## src/rtl/tmr_ctrl_pkg.sv

```systemverilog
// Shared types and defaults for the TMR counter run controller.
// Holds the controller state encoding, replica count and a popcount helper.
package tmr_ctrl_pkg;

  localparam int NUM_REPLICAS   = 3;
  localparam int ERR_W_DEF      = 8;
  localparam int ERR_THRESH_DEF = 16;

  localparam logic [2:0] ST_IDLE     = 3'd0;
  localparam logic [2:0] ST_CLEAR    = 3'd1;
  localparam logic [2:0] ST_RUN      = 3'd2;
  localparam logic [2:0] ST_CHECK    = 3'd3;
  localparam logic [2:0] ST_DONE     = 3'd4;
  localparam logic [2:0] ST_FAILSAFE = 3'd5;

  typedef enum logic [2:0] {
    IDLE     = ST_IDLE,
    CLEAR    = ST_CLEAR,
    RUN      = ST_RUN,
    CHECK    = ST_CHECK,
    DONE     = ST_DONE,
    FAILSAFE = ST_FAILSAFE
  } ctrl_state_t;

  function automatic logic [1:0] popcount3(input logic [2:0] v);
    return {1'b0, v[0]} + {1'b0, v[1]} + {1'b0, v[2]};
  endfunction

endpackage

```

## src/rtl/tmr_err_tracker.sv

```systemverilog
// Per-replica fault statistics: saturating error counter plus sticky mask bit.
// The mask sets when the count reaches ERR_THRESH or when the replica is reported stuck.
module tmr_err_tracker #(
  parameter int ERR_W      = 8,
  parameter int ERR_THRESH = 16
) (
  input  logic             clk,
  input  logic             rst,
  input  logic             clr_i,
  input  logic             inc_i,
  input  logic             stuck_i,
  output logic [ERR_W-1:0] cnt_o,
  output logic             mask_o
);

  localparam logic [ERR_W-1:0] CNT_MAX = {ERR_W{1'b1}};
  localparam logic [ERR_W-1:0] THRESH  = ERR_W'(ERR_THRESH);

  logic [ERR_W-1:0] cnt_q, cnt_d, cnt_inc_s;
  logic             mask_q, mask_d;

  assign cnt_inc_s = (cnt_q == CNT_MAX) ? cnt_q : cnt_q + ERR_W'(1);

  // Next counter / mask value; clear wins over any bookkeeping
  always_comb begin
    cnt_d  = cnt_q;
    mask_d = mask_q;
    if (clr_i) begin
      cnt_d  = {ERR_W{1'b0}};
      mask_d = 1'b0;
    end else begin
      if (inc_i) begin
        cnt_d = cnt_inc_s;
      end else begin
        cnt_d = cnt_q;
      end
      mask_d = mask_q | stuck_i | (inc_i & (cnt_inc_s == THRESH));
    end
  end

  // Statistics registers
  always_ff @(posedge clk or posedge rst) begin
    if (rst) begin
      cnt_q  <= {ERR_W{1'b0}};
      mask_q <= 1'b0;
    end else begin
      cnt_q  <= cnt_d;
      mask_q <= mask_d;
    end
  end

  assign cnt_o  = cnt_q;
  assign mask_o = mask_q;

endmodule

```

## src/rtl/tmr_counter_ctrl.sv

```systemverilog
// Run controller and fault manager for the triple-modular-redundant counter datapath.
// Optional stall watchdog enabled by defining TMR_CTRL_WATCHDOG_EN.
module tmr_counter_ctrl
  import tmr_ctrl_pkg::*;
#(
  parameter int WIDTH       = 64,
  parameter int ERR_W       = ERR_W_DEF,
  parameter int ERR_THRESH  = ERR_THRESH_DEF,
  parameter int WDOG_CYCLES = 1024
) (
  input  logic                            clk,
  input  logic                            rst,
  input  logic                            start_i,
  input  logic                            stop_i,
  input  logic                            alarm_ack_i,
  input  logic [WIDTH-1:0]                target_i,
  input  logic [WIDTH-1:0]                count_q_i,
  input  logic [NUM_REPLICAS-1:0]         fault_i,
  output logic                            cnt_enable_o,
  output logic                            cnt_clear_o,
  output logic                            busy_o,
  output logic                            done_o,
  output logic                            alarm_o,
  output logic [NUM_REPLICAS-1:0]         replica_mask_o,
  output logic [NUM_REPLICAS*ERR_W-1:0]   err_cnt_o
);

  ctrl_state_t       state_q, state_d;
  logic [WIDTH-1:0]  target_q, target_d;
  logic [2:0]        rec_q, rec_d;
  logic [2:0]        f_s, inc_s, stuck_s;
  logic [1:0]        n_s;
  logic              run_s, fs_s, term_s, book_s, clr_s, wdog_trip_s;

  assign run_s  = (state_q == RUN) || (state_q == CHECK);
  assign f_s    = fault_i & ~replica_mask_o;
  assign n_s    = popcount3(f_s);
  assign term_s = (count_q_i == (target_q - WIDTH'(1)));
  assign clr_s  = start_i && ((state_q == IDLE) || (state_q == DONE));
  assign fs_s   = run_s && ((n_s >= 2'd2) || ((n_s == 2'd1) && (|replica_mask_o)) || wdog_trip_s);
  // Stop outranks bookkeeping, but the terminal-count edge still records the fault
  assign book_s  = run_s && !fs_s && (term_s || !stop_i) && (n_s == 2'd1);
  assign inc_s   = book_s ? f_s : 3'b000;
  assign stuck_s = (book_s && (state_q == CHECK)) ? (f_s & rec_q) : 3'b000;

`ifdef TMR_CTRL_WATCHDOG_EN
  localparam int STALL_W = $clog2(WDOG_CYCLES + 1);

  logic [WIDTH-1:0]   prev_q;
  logic [STALL_W-1:0] stall_q, stall_d;

  // Stall length while counting; any movement or leaving RUN/CHECK restarts it
  always_comb begin
    if (run_s && (count_q_i == prev_q)) begin
      stall_d = stall_q + STALL_W'(1);
    end else begin
      stall_d = {STALL_W{1'b0}};
    end
  end

  assign wdog_trip_s = (stall_d == STALL_W'(WDOG_CYCLES));

  // Watchdog history registers
  always_ff @(posedge clk or posedge rst) begin
    if (rst) begin
      prev_q  <= {WIDTH{1'b0}};
      stall_q <= {STALL_W{1'b0}};
    end else begin
      prev_q  <= count_q_i;
      stall_q <= stall_d;
    end
  end
`else
  assign wdog_trip_s = (WDOG_CYCLES < 0);
`endif

  // Run sequencing and fault-driven transitions
  always_comb begin
    state_d  = state_q;
    target_d = target_q;
    rec_d    = rec_q;
    case (state_q)
      IDLE, DONE: begin
        if (start_i) begin
          state_d  = CLEAR;
          target_d = target_i;
        end else begin
          state_d  = state_q;
        end
      end
      CLEAR: begin
        if (target_q == {WIDTH{1'b0}}) begin
          state_d = DONE;
        end else begin
          state_d = RUN;
        end
      end
      RUN, CHECK: begin
        if (fs_s) begin
          state_d = FAILSAFE;
        end else if (term_s) begin
          state_d = DONE;
        end else if (stop_i) begin
          state_d = IDLE;
        end else if (n_s == 2'd1) begin
          state_d = CHECK;
        end else begin
          state_d = RUN;
        end
        if (book_s) begin
          rec_d = f_s;
        end else begin
          rec_d = rec_q;
        end
      end
      FAILSAFE: begin
        if (alarm_ack_i) begin
          state_d = IDLE;
        end else begin
          state_d = FAILSAFE;
        end
      end
      default: begin
        state_d = IDLE;
      end
    endcase
  end

  // Controller state registers
  always_ff @(posedge clk or posedge rst) begin
    if (rst) begin
      state_q  <= IDLE;
      target_q <= {WIDTH{1'b0}};
      rec_q    <= 3'b000;
    end else begin
      state_q  <= state_d;
      target_q <= target_d;
      rec_q    <= rec_d;
    end
  end

  for (genvar i = 0; i < NUM_REPLICAS; i++) begin : g_trk
    tmr_err_tracker #(
      .ERR_W      (ERR_W),
      .ERR_THRESH (ERR_THRESH)
    ) u_trk (
      .clk     (clk),
      .rst     (rst),
      .clr_i   (clr_s),
      .inc_i   (inc_s[i]),
      .stuck_i (stuck_s[i]),
      .cnt_o   (err_cnt_o[i*ERR_W +: ERR_W]),
      .mask_o  (replica_mask_o[i])
    );
  end

  assign cnt_enable_o = run_s;
  assign cnt_clear_o  = (state_q == CLEAR);
  assign busy_o       = (state_q == CLEAR) || run_s;
  assign done_o       = (state_q == DONE);
  assign alarm_o      = (state_q == FAILSAFE);

endmodule

```

## config.mk

```make
export PLATFORM = sky130hd
export DESIGN_NAME = tmr_counter_ctrl
export DESIGN_NICKNAME = d
export VERILOG_FILES = /design/src/rtl/tmr_ctrl_pkg.sv /design/src/rtl/tmr_err_tracker.sv /design/src/rtl/tmr_counter_ctrl.sv
export SDC_FILE = /design/constraint.sdc
export NUM_CORES = 1
export LEC_CHECK = 0
export BUFFER_PORTS_ARGS = -buffer_cell sky130_fd_sc_hd__buf_2
export CAP_MARGIN = 30
export CORE_ASPECT_RATIO = 0.75
export CORE_MARGIN = 1
export CORE_UTILIZATION = 55
export CTS_CLUSTER_SIZE = 28
export DETAILED_ROUTE_END_ITERATION = 16
export PLACE_DENSITY = 0.81
export RECOVER_POWER = 25
export SLEW_MARGIN = 20
export SYNTH_ARGS = -nofsm -noshare
export SYNTH_HDL_FRONTEND = slang
export SYNTH_SLANG_ARGS = --single-unit
```

## constraint.sdc

```tcl
create_clock -name clk -period 3.8 [get_ports clk]
set_input_delay 0.57 -clock clk [delete_from_list [all_inputs] [get_ports clk]]
set_output_delay 0.57 -clock clk [all_outputs]
set_load 0.02 [all_outputs]
```

==> report_table.html <==
<table>
<tr><th>Metric</th><th>Value</th></tr>
<tr><th colspan="2">Floorplan</th></tr>
<tr><td>Initial core utilization</td><td>a little under three fifths</td></tr>
<tr><td>Horiz. Die Dim</td><td>between 100 and 150 µm</td></tr>
<tr><td>I/O pin count</td><td>approximately 170</td></tr>
<tr><td>Core region area</td><td>approximately 13000 µm²</td></tr>
<tr><td>Die H</td><td>~100 µm</td></tr>
<tr><td>Total die area</td><td>between 10000 and 15000 µm²</td></tr>
<tr><td>Number of placement rows</td><td>36</td></tr>
<tr><th colspan="2">Run</th></tr>
<tr><td>Total of max-cap violations</td><td>2</td></tr>
<tr><th colspan="2">STA</th></tr>
<tr><td>Final setup slack of the worst path</td><td>0.144 ns</td></tr>
<tr><td>Part of the cycle the worst path needs</td><td>between 90% and 100%</td></tr>
<tr><td>Upper clock frequency limit</td><td>~270 MHz</td></tr>
<tr><td>Total of endpoints with negative setup slack in the final report</td><td>0</td></tr>
<tr><td>Final worst clock skew</td><td>about 0.015 ns</td></tr>
<tr><td>Slew at the pin closest to its max-slew limit</td><td>approximately 1.7 ns</td></tr>
<tr><td>Slew Limit Headroom</td><td>-10.6%</td></tr>
<tr><td>Final Hold Violating Endpoints</td><td>0</td></tr>
<tr><td>Number of pins exceeding their max-slew limit in the final report</td><td>between 60 and 70</td></tr>
<tr><td>Time the final worst path needs with I/O delays and setup</td><td>3.66 ns</td></tr>
<tr><th colspan="2">Clock tree</th></tr>
<tr><td>Root cell of the clock tree</td><td>sky130_fd_sc_hd__clkbuf_16</td></tr>
<tr><td>Register clock-pin slew on the reported worst setup and hold paths</td><td>~0.080 ns</td></tr>
<tr><td>Clock tree from TritonCTS</td><td>yes</td></tr>
<tr><td>Number of buffers inserted during clock tree synthesis</td><td>9</td></tr>
<tr><td>H-Tree Depth</td><td>3</td></tr>
<tr><td>Num Clock Sinks</td><td>97</td></tr>
<tr><td>Max clock buf depth</td><td>2</td></tr>
<tr><td>Clock latency on the worst-skew pair</td><td>between 0.3 and 0.4 ns</td></tr>
<tr><td>Post-cts hold buffer count</td><td>0</td></tr>
<tr><th colspan="2">Synthesis</th></tr>
<tr><td>Cells after Synth</td><td>between 900 and 1000</td></tr>
<tr><td>Yosys cell types</td><td>80</td></tr>
<tr><td>Prevailing post-synth register cell</td><td>sky130_fd_sc_hd__dfrtp_1</td></tr>
<tr><td>Count of flip-flops with a built-in enable after synthesis</td><td>0</td></tr>
<tr><td>Sequential element share of the synthesized area</td><td>around a third</td></tr>
<tr><td>Most repeated cell in the gate-level netlist after synthesis</td><td>sky130_fd_sc_hd__nand2_1</td></tr>
<tr><td>Cell area after technology mapping</td><td>around 7300 µm²</td></tr>
<tr><td>Number of synthesized register bits</td><td>between 90 and 100</td></tr>
<tr><td>Synth warnings</td><td>0</td></tr>
<tr><td>Synthesized netlist net count</td><td>between 1000 and 1500</td></tr>
<tr><td>Ys async rst share</td><td>100%</td></tr>
<tr><td>Ranking of synthesized cells by instance count</td><td>sky130_fd_sc_hd__nand2_1, sky130_fd_sc_hd__dfrtp_1, sky130_fd_sc_hd__xnor2_1, sky130_fd_sc_hd__nor2_1, sky130_fd_sc_hd__nand3_1</td></tr>
<tr><td>Proportion of netlist area held by the largest area contributor</td><td>33.0%</td></tr>
<tr><td>Library cell with the largest summed area after synthesis</td><td>sky130_fd_sc_hd__dfrtp_1</td></tr>
<tr><td>Most area-consuming cells after synthesis</td><td>sky130_fd_sc_hd__dfrtp_1, sky130_fd_sc_hd__nand2_1, sky130_fd_sc_hd__xnor2_1</td></tr>
<tr><td>Mean instance size in the synthesized netlist</td><td>between 8 and 9 µm²</td></tr>
<tr><th colspan="2">Route</th></tr>
<tr><td>Vias per inst</td><td>a little over 6</td></tr>
<tr><td>DR DRC count</td><td>0</td></tr>
<tr><td>Vias after detailed routing</td><td>7844</td></tr>
<tr><td>Number of routed nets with antenna violations</td><td>0</td></tr>
<tr><td>1st-iter DRT viols</td><td>677</td></tr>
<tr><td>Routed len/inst</td><td>17.8 µm</td></tr>
<tr><td>Router iterations before antenna repair</td><td>7</td></tr>
<tr><td>Routed Wire Length</td><td>23100 µm</td></tr>
<tr><th colspan="2">Worst setup path</th></tr>
<tr><td>Critical setup path kind</td><td>flip-flop to flip-flop</td></tr>
<tr><td>Largest fanout on the critical path</td><td>5</td></tr>
<tr><td>CP Data Arrival Time</td><td>a little under 4 ns</td></tr>
<tr><td>Category of the worst setup path capture point</td><td>flip-flop</td></tr>
<tr><td>CP Data Required Time</td><td>about 4.0 ns</td></tr>
<tr><td>Worst Setup Start Kind</td><td>flip-flop</td></tr>
<tr><th colspan="2">Status</th></tr>
<tr><td>Result of the run</td><td>finished with violations</td></tr>
<tr><td>Failing checks</td><td>capacitance limit, slew limit</td></tr>
<tr><th colspan="2">Power</th></tr>
<tr><td>Leak Pwr</td><td>4.21 nW</td></tr>
<tr><td>Maximum vdd drop</td><td>0.386 mV</td></tr>
<tr><td>Pwr dens</td><td>between 600 and 700 nW/µm²</td></tr>
<tr><th colspan="2">Placement</th></tr>
<tr><td>Standard cell area after detailed placement</td><td>around 8600 µm²</td></tr>
<tr><td>Minimum setup slack after placement</td><td>-0.0509 ns</td></tr>
<tr><td>IO buf count</td><td>~170</td></tr>
<tr><td>Total placed cells including tap cells</td><td>around 1300</td></tr>
<tr><td>Dpl hpwl</td><td>about 17000 µm</td></tr>
<tr><td>Gp weighted congestion</td><td>roughly 0.94</td></tr>
<tr><th colspan="2">Global routing</th></tr>
<tr><td>Residual overflow from global routing</td><td>0</td></tr>
<tr><td>Number of global-route vias before repair</td><td>6967</td></tr>
<tr><td>Wire length of the first global-routing pass</td><td>35700 µm</td></tr>
<tr><td>Maximum number of pins on one net before global-route repair</td><td>48</td></tr>
<tr><td>GR Util All Layers</td><td>33.2%</td></tr>
<tr><td>Number of antenna violations at the first check in global routing</td><td>0</td></tr>
<tr><th colspan="2">Layout</th></tr>
<tr><td>Area delta synth-&gt;final</td><td>26.2%</td></tr>
<tr><td>Diode insertion count for antenna repair</td><td>0</td></tr>
<tr><td>Final cell count without fillers</td><td>about 1300</td></tr>
<tr><td>Post-route cell area</td><td>approximately 9000 µm²</td></tr>
<tr><td>Count of filler cells inserted in the layout</td><td>1051</td></tr>
<tr><td>Proportion of layout cells with a drive suffix above 1</td><td>~28%</td></tr>
<tr><td>Nets</td><td>between 1000 and 1500</td></tr>
<tr><th colspan="2">Worst hold path</th></tr>
<tr><td>Type of the tightest min-delay check</td><td>primary input to flip-flop</td></tr>
</table>
==> worst max-delay path, cell delays in order, from the launching register on <==
cell                        delay (ns)
sky130_fd_sc_hd__dfrtp_1          0.41
sky130_fd_sc_hd__inv_1            0.08
sky130_fd_sc_hd__ha_2             0.18
sky130_fd_sc_hd__nor3b_4          0.30
sky130_fd_sc_hd__buf_4            0.19
sky130_fd_sc_hd__and3_1           0.23
sky130_fd_sc_hd__and3_1           0.17
sky130_fd_sc_hd__o22ai_1          0.10
sky130_fd_sc_hd__a2111oi_2        0.29
sky130_fd_sc_hd__buf_4            0.18
sky130_fd_sc_hd__nand4_1          0.14
sky130_fd_sc_hd__nor4_4           0.38
sky130_fd_sc_hd__a31oi_4          0.17
sky130_fd_sc_hd__buf_4            0.17
sky130_fd_sc_hd__nor4_2           0.23
sky130_fd_sc_hd__buf_4            0.19
sky130_fd_sc_hd__a311oi_1         0.09
==> power by group <==
part / internal [W] / leakage, nW / switching (W)
Sequential: 0.00139 / 1.25 / 0.000586
Clock: 0.000461 / 0.138 / 0.000461
Combinational: 0.00127 / 2.83 / 0.00176
Total: 0.00313 / 4.21 / 0.00280
==> cells by family (layout without fill, tap and decap cells) <==
group / Yosys count / count (layout) / synth area share, %
flops: 97 / 97 / 33.0
xor+xnor: 98 / 98 / 11.7
buf+inv: 61 / 272 / 3.46
simple gates: 517 / 517 / 36.6
compound gates: 132 / 132 / 13.5
mux: 6 / 6 / 0.835
fa+ha+maj: 5 / 5 / 0.954
==> cell usage in the layout (no fill, tap or decap), types with 5 or more instances in the layout <==
cell / Yosys / final
sky130_fd_sc_hd__a21oi_1: 17 / 17
sky130_fd_sc_hd__a311oi_1: 7 / 7
sky130_fd_sc_hd__a41oi_1: 10 / 9
sky130_fd_sc_hd__and3_1: 16 / 16
sky130_fd_sc_hd__and4_1: 5 / 5
sky130_fd_sc_hd__buf_2: 5 / 167
sky130_fd_sc_hd__buf_4: 3 / 62
sky130_fd_sc_hd__clkbuf_16: 0 / 9
sky130_fd_sc_hd__dfrtp_1: 97 / 96
sky130_fd_sc_hd__inv_1: 22 / 21
sky130_fd_sc_hd__mux2i_1: 5 / 5
sky130_fd_sc_hd__nand2_1: 238 / 237
sky130_fd_sc_hd__nand2b_1: 9 / 9
sky130_fd_sc_hd__nand3_1: 39 / 37
sky130_fd_sc_hd__nand3b_1: 6 / 6
sky130_fd_sc_hd__nand4_1: 22 / 22
sky130_fd_sc_hd__nor2_1: 51 / 49
sky130_fd_sc_hd__nor2b_1: 5 / 5
sky130_fd_sc_hd__nor3_1: 29 / 28
sky130_fd_sc_hd__nor3_2: 5 / 5
sky130_fd_sc_hd__nor3b_1: 7 / 6
sky130_fd_sc_hd__nor4_1: 31 / 22
sky130_fd_sc_hd__nor4_2: 6 / 12
sky130_fd_sc_hd__nor4_4: 5 / 8
sky130_fd_sc_hd__nor4b_1: 6 / 5
sky130_fd_sc_hd__o21ai_0: 26 / 25
sky130_fd_sc_hd__or3_1: 8 / 6
sky130_fd_sc_hd__xnor2_1: 66 / 64
sky130_fd_sc_hd__xor2_1: 32 / 32
==> through the flow <==
| stage | power, W | util, % | setup TNS, ns | hold slack [ns] |
|---|---|---|---|---|
| floorplan | 0.00377 | - | 0 | 0.475 |
| global placement | 0.00465 | 66.3 | -0.0102 | 0.494 |
| detailed placement | 0.00470 | 66.3 | -0.159 | 0.493 |
| CTS | 0.00566 | 68.7 | 0 | 0.285 |
| global route | 0.00631 | 71.2 | -0.389 | 0.406 |
| finish | 0.00593 | 71.2 | 0 | 0.393 |
==> layer usage <==
metal  global-route usage (%)  part of all wire [%]
met1                     49.3                    46
met2                     50.5                    43
met3                     5.46                   9.4
met4                     7.61                   1.7
met5                        0                     0
==> layout make-up <==
| cell class | instances | area, µm² | area share [%] |
|---|---|---|---|
| clock buffers | 10 | 229 | 2.47 |
| clock inverters | 6 | 56.3 | 0.607 |
| repair buffers | 234 | 1370 | 14.8 |
| well taps | 171 | 214 | 2.31 |
| flip-flops and latches | 97 | 2430 | 26.2 |
| inverters | 22 | 83.8 | 0.904 |
| multi-input cells | 758 | 4890 | 52.8 |
==> flip-flops by register name (all words and copies together) (netlist names) <==
signal	count
g_trk.u_trk.cnt_o	24
g_trk.u_trk.mask_o	3
rec_q	3
state_q	3
target_q	64
==> path summary, 6_finish.rpt <==
kind / from / endpoint / slack, ns / cells after the start
worst max-delay path: target_q[1] / g_trk[2].u_trk.cnt_o[2] / 0.14 / 16
worst min-delay path: target_i[54] / target_q[54] / 0.39 / 3
worst max register to register: target_q[1] / g_trk[2].u_trk.cnt_o[2] / 0.14 / 16
worst min register to register: target_q[59] / target_q[59] / 0.54 / 2
max in group asynchronous: rst / target_q[4] / 1.04 / 3
min in group asynchronous: rst / g_trk[2].u_trk.cnt_o[5] / 0.59 / 2
==> timing repair <==
item / 4_1_cts / 5_1_grt
setup buffers: 1 / 14
resized for setup: 4 / 37
setup endpoints to repair: 11 / 27
hold endpoints to repair: 0 / 0
pin swaps: 1 / 19
Note: power is estimated with default switching activity, not from simulation.
